==> config.mk <==
export PLATFORM = sky130hd
export DESIGN_NAME = mem_port_arbiter
export DESIGN_NICKNAME = d
export VERILOG_FILES = /design/src/rtl/mem_port_arbiter.sv
export SDC_FILE = /design/constraint.sdc
export NUM_CORES = 1
export LEC_CHECK = 0
export CORE_AREA = 5 5 269 271
export DETAILED_ROUTE_END_ITERATION = 12
export DIE_AREA = 0 0 274 276
export DONT_BUFFER_PORTS = 1
export GPL_ROUTABILITY_DRIVEN = 0
export PLACE_DENSITY = 0.3
export SETUP_SLACK_MARGIN = 0.02
export SLEW_MARGIN = 15
export SYNTH_ARGS = -nofsm -noshare
export SYNTH_HDL_FRONTEND = slang
export SYNTH_SLANG_ARGS = --single-unit
==> constraint.sdc <==
create_clock -name clk -period 8.3 [get_ports clk]
set_input_delay 0.415 -clock clk [delete_from_list [all_inputs] [get_ports clk]]
set_output_delay 0.415 -clock clk [all_outputs]
set_load 0.02 [all_outputs]
==> src/rtl/mem_port_arbiter.sv <==
// mem_port_arbiter: shares one single-port, byte-strobed RAM port between
// three read requesters (mm2s_0..2) and one write requester (s2mm).
// Round-robin arbitration with a bounded hold window of HOLD beats.
// Optional build macro ARB_WRITE_PRIORITY_EN: the write port preempts all
// reads and the hold window; owner, cnt and ptr are frozen while it does.
module mem_port_arbiter #(
   parameter int unsigned AXI_WIDTH = 128,
   parameter int unsigned ADDR_W    = 28,
   parameter int unsigned HOLD      = 4
) (
   input  logic                     clk,
   input  logic                     rstn,
   input  logic [2:0]               rd_req,
   input  logic [2:0][ADDR_W-1:0]   rd_addr,
   output logic [2:0]               rd_gnt,
   output logic [2:0]               rd_rvalid,
   output logic [AXI_WIDTH-1:0]     rd_data,
   input  logic                     wr_req,
   input  logic [ADDR_W-1:0]        wr_addr,
   input  logic [AXI_WIDTH-1:0]     wr_data,
   input  logic [AXI_WIDTH/8-1:0]   wr_strb,
   output logic                     wr_gnt,
   output logic                     mem_ren,
   output logic                     mem_wen,
   output logic [ADDR_W-1:0]        mem_addr,
   output logic [AXI_WIDTH-1:0]     mem_wdata,
   output logic [AXI_WIDTH/8-1:0]   mem_strb,
   input  logic [AXI_WIDTH-1:0]     mem_rdata
);

   localparam int unsigned    CW     = $clog2(HOLD + 1);
   localparam logic [CW-1:0]  HOLD_C = CW'(HOLD);

   logic [3:0]    req;
   logic [1:0]    ptr;
   logic [1:0]    owner;
   logic [CW-1:0] cnt;
   logic [CW-1:0] cnt_nxt;
   logic          hold_go;
   logic          arb_any;
   logic [1:0]    arb_idx;
   logic [1:0]    scan_idx;
   logic          preempt;
   logic [3:0]    gnt;

   assign req     = {wr_req, rd_req};
   assign hold_go = (cnt != '0) && req[owner] && (cnt < HOLD_C);

`ifdef ARB_WRITE_PRIORITY_EN
   assign preempt = rstn & wr_req;
`else
   assign preempt = 1'b0;
`endif

   // Pick the grantee: current owner inside its hold window, else first requester at/after ptr.
   always_comb begin
      arb_any  = 1'b0;
      arb_idx  = '0;
      scan_idx = '0;
      if (hold_go) begin
         arb_any = 1'b1;
         arb_idx = owner;
      end else begin
         for (int unsigned k = 0; k < 4; k++) begin
            scan_idx = ptr + 2'(k);
            if (!arb_any && req[scan_idx]) begin
               arb_any = 1'b1;
               arb_idx = scan_idx;
            end
         end
      end
      if (!rstn) begin
         arb_any = 1'b0;
      end
   end

   // One-hot grant vector; a preempting write overrides the round-robin choice.
   always_comb begin
      gnt = '0;
      if (preempt) begin
         gnt[3] = 1'b1;
      end else if (arb_any) begin
         gnt[arb_idx] = 1'b1;
      end
   end

   assign rd_gnt  = gnt[2:0];
   assign wr_gnt  = gnt[3];
   assign cnt_nxt = (arb_idx == owner) ? cnt + 1'b1 : CW'(1);

   // RAM port mux: zero-latency from grant, address and strobes forced to 0 when not selected.
   always_comb begin
      mem_addr = '0;
      for (int unsigned i = 0; i < 3; i++) begin
         if (gnt[i]) begin
            mem_addr = rd_addr[i];
         end
      end
      if (gnt[3]) begin
         mem_addr = wr_addr;
      end
   end

   assign mem_ren   = |gnt[2:0];
   assign mem_wen   = gnt[3];
   assign mem_wdata = wr_data;
   assign mem_strb  = gnt[3] ? wr_strb : '0;
   assign rd_data   = mem_rdata;

   // Hold-window bookkeeping and the one-cycle read-valid pipeline.
   // The owner-drop rule is applied first so that a same-cycle grant to a
   // new index still overrides cnt/owner, while ptr moves past the old owner.
   always_ff @(posedge clk) begin
      if (!rstn) begin
         ptr       <= '0;
         owner     <= '0;
         cnt       <= '0;
         rd_rvalid <= '0;
      end else begin
         rd_rvalid <= gnt[2:0];
         if (!preempt) begin
            if ((cnt != '0) && !req[owner]) begin
               ptr <= owner + 2'd1;
               cnt <= '0;
            end
            if (arb_any) begin
               owner <= arb_idx;
               if (cnt_nxt == HOLD_C) begin
                  ptr <= arb_idx + 2'd1;
                  cnt <= '0;
               end else begin
                  cnt <= cnt_nxt;
               end
            end else begin
               cnt <= '0;
            end
         end
      end
   end

endmodule

==> metrics.md <==
| Metric | Value |
|---|---|
| DRT iter0 DRCs | `117` |
| DR vias/cell | `2.15` |
| Number of H-tree levels | `1` |
| Clk buf depth | `2` |
| Drt first pass iters | `4` |
| Min-delay src | `rstn` |
| Reg-to-Reg Start | `ptr[1]$_SDFF_PN0_` |
| Fin crit share | `53.2%` |
| Root Driver | `clkbuf_16` |
| Post-synth EDFFs | `0` |
| Leak | `roughly 0.70 nW` |
| Sequential share of the synthesized area | `5.32%` |
| Setup bufs post-CTS | `0` |
| Crit path DAT | `4000 ps` |
| CTS Sinks | `10` |
| Setup TNS | `0 ps` |
| Largest cells by area after synthesis | `buf_4 (52%), nand2_1 (8.8%), a22oi_1 (5.6%)` |
| Die Span X | `274 um` |
| Die ar. | `75600 um^2` |
| Post-synth top cells | `buf_4 (261), nand2_1 (88), o21ai_0 (38)` |
| CTS Buf Count | `3` |
| CP Launch Type | `register` |
| RSZ-0062 raised after global routing | `false` |
| Synth unique cells | `44` |
| Detailed placer's ending HPWL | `between 15000 and 20000 um` |
| Status | `complete, no violations` |
| Combinational share of power | `71.8%` |
| Power Internal | `0.000257 W` |
| Gr usage total | `4.91%` |
| MaxCap Viol Count | `0` |
| Count of final hold-check violations | `0` |
| Power Density | `226 nW/um^2` |
| Count leader, synth | `buf_4` |
| Starting Density | `about 5.4%` |
| Hold path cells | `2` |
| Vias | `about 2600` |
| Rows | `97` |
| Core region area | `between 60000 and 70000 um^2` |
| Critical Path End Type | `output port` |
| Setup Skew | `9.81 ps` |
| Flip-flop and latch area | `200 um^2` |
| Final Net Count | `680` |
| Port Buffers | `0` |
| Post-CTS sizing | `0` |
| Peak VDD IR | `129 uV` |
| Ratio of cells with drive above 1 in the final layout | `roughly 6.4%` |
| Initial antenna violation count | `4` |
| Residual DRC count | `0` |
| Final ANT Viol Nets | `0` |
| Final setup vio count | `0` |
| Reg power frac | `11.9%` |
| Crit path max fanout | `28` |
| Slew HR | `35.1%` |
| Vias in the first global route | `2725` |
| Hold Path Class | `input pin to register` |
| R2R cell count | `7` |
| Top FF cell, synth | `dfxtp_1` |
| Top cell type's share of synthesized area | `about 52%` |
| Synth Warn # | `0` |
| Filler instances | `8295` |
| Overflow after GRT | `0` |
| Pin count of the biggest net entering global routing | `75` |
| Avg Cell Area, Syn | `6.76 um^2` |
| Asr flop ratio synth | `0%` |
| WS Path Type | `register to output port` |
| Global-route wire length before repair | `25200 um` |
| Hold slack | `343 ps` |
| Synth Register Bits | `10` |
| Mapped Cells | `about 560` |
| Drt total wl | `20600 um` |
| Clk_lat worst skew | `260 ps` |
| Minimum clock period | `4410 ps` |
| WL per Instance | `16.8 um` |
| Switch share | `between 60% and 70%` |
| Critical Path RT | `7890 ps` |
| Fmax | `227 MHz` |
| CTS tree | `built` |
| Area taken by multi-input logic gates | `1470 um^2` |
| Cts hold-fix bufs | `0` |
| Post-synth top area cell | `buf_4` |
| Synthesis-to-layout area growth | `-20.1%` |
| Mapped Area | `3770 um^2` |
| Die H | `276 um` |
| P_sw | `0.000422 W` |
| Clk pwr share | `16.4%` |
| Syn Nets | `953` |
| I/O Pins | `699` |
| Least-Margin Pin Slew | `974 ps` |
| Max-slew violation count | `0` |
| Worst setup path startpoint | `ptr[1]$_SDFF_PN0_` |
| Worst-path clk slew | `50 ps` |
stage by stage:
stage	area (um^2)	total power, W	utilization [%]	setup slack, ps	cells
floorplan	3770	0.000612	-	4860	557
global placement	2920	0.000578	4.20	4250	1219
detailed placement	2920	0.000584	4.20	4140	1219
CTS	3010	0.000703	4.32	3860	1223
global route	3010	0.000747	4.32	3510	1223
finish	3010	0.000679	4.33	3890	1224
final timing paths:
path | endpoint | slack, ps
worst min-delay path | ptr[0]$_SDFF_PN0_ | 340
worst min register to register | cnt[0]$_SDFF_PP0_ | 520
worst max register to register | rd_rvalid[1]$_SDFF_PN0_ | 5420
worst max-delay path | mem_addr[26] | 3890
placed cells by master, fill, tap and decap left out, types with 2 or more instances in the layout:
master / Yosys / routed
a21oi_1: 4 / 4
a22oi_1: 28 / 28
and2_1: 21 / 21
and3_1: 3 / 3
buf_4: 261 / 4
clkbuf_16: 0 / 3
dfxtp_1: 10 / 10
ha_1: 6 / 4
ha_2: 0 / 2
inv_1: 9 / 9
mux2_2: 2 / 2
mux2i_1: 4 / 4
nand2_1: 88 / 88
nor2_1: 7 / 7
nor3_1: 3 / 3
nor3b_1: 2 / 2
nor3b_4: 1 / 2
o21a_1: 4 / 4
o21ai_0: 38 / 38
o21ai_1: 20 / 20
o31a_1: 2 / 2
or3_1: 2 / 2
xnor2_1: 2 / 2
cell families (layout without fill, tap and decap cells):
group | after synthesis | count (layout) | share of synthesized area [%]
flops | 10 | 10 | 5.32
simple gates | 137 | 137 | 17.4
other cells | 0 | 1 | 0
buf+inv | 292 | 18 | 55.8
compound gates | 103 | 103 | 16.7
xor+xnor | 2 | 2 | 0.465
mux | 7 | 7 | 2.26
fa+ha+maj | 6 | 6 | 1.99
power by group through the flow:
stage / clock network (W) / registers, W / logic, W
floorplan: 0 / 0.0000708 / 0.000541
global route: 0.000120 / 0.0000837 / 0.000543
global placement: 0 / 0.0000810 / 0.000497
CTS: 0.000119 / 0.0000805 / 0.000504
finish: 0.000111 / 0.0000806 / 0.000487
detailed placement: 0 / 0.0000815 / 0.000503
sequential cells by signal, summed over array words and instances, names as in the netlist:
| register | count |
|---|---|
| owner | 2 |
| rd_rvalid | 3 |
| ptr | 2 |
| cnt | 3 |
area by class of cell:
cell class	instances	area share, %
Multi-Input combinational cell	255	49.0
Tap cell	940	39.1
Sequential cell	10	6.65
Clock buffer	4	2.95
Inverter	10	1.25
Timing Repair Buffer	4	0.998
Antenna cell	1	0.0832
worst max-delay path, stage by stage (launching register included):
cell     delay [ps]
dfxtp_1         510
nor2_1          100
o21a_1          190
or3_1           360
o21ai_0         590
inv_1           150
ha_1            310
nor3_4          160
buf_4           470
a22oi_1         270
o21ai_0         600
per-layer routing:
layer | track usage, % | wire [um] | vias to the layer above
met5 | 0 | 16 | -
met1 | 4.43 | 6350 | 1130
met3 | 3.01 | 3210 | 116
met4 | 4.06 | 1920 | 2
li1 | - | - | 1015
met2 | 7.81 | 9070 | 369
Note: power is estimated with default switching activity, not from simulation.
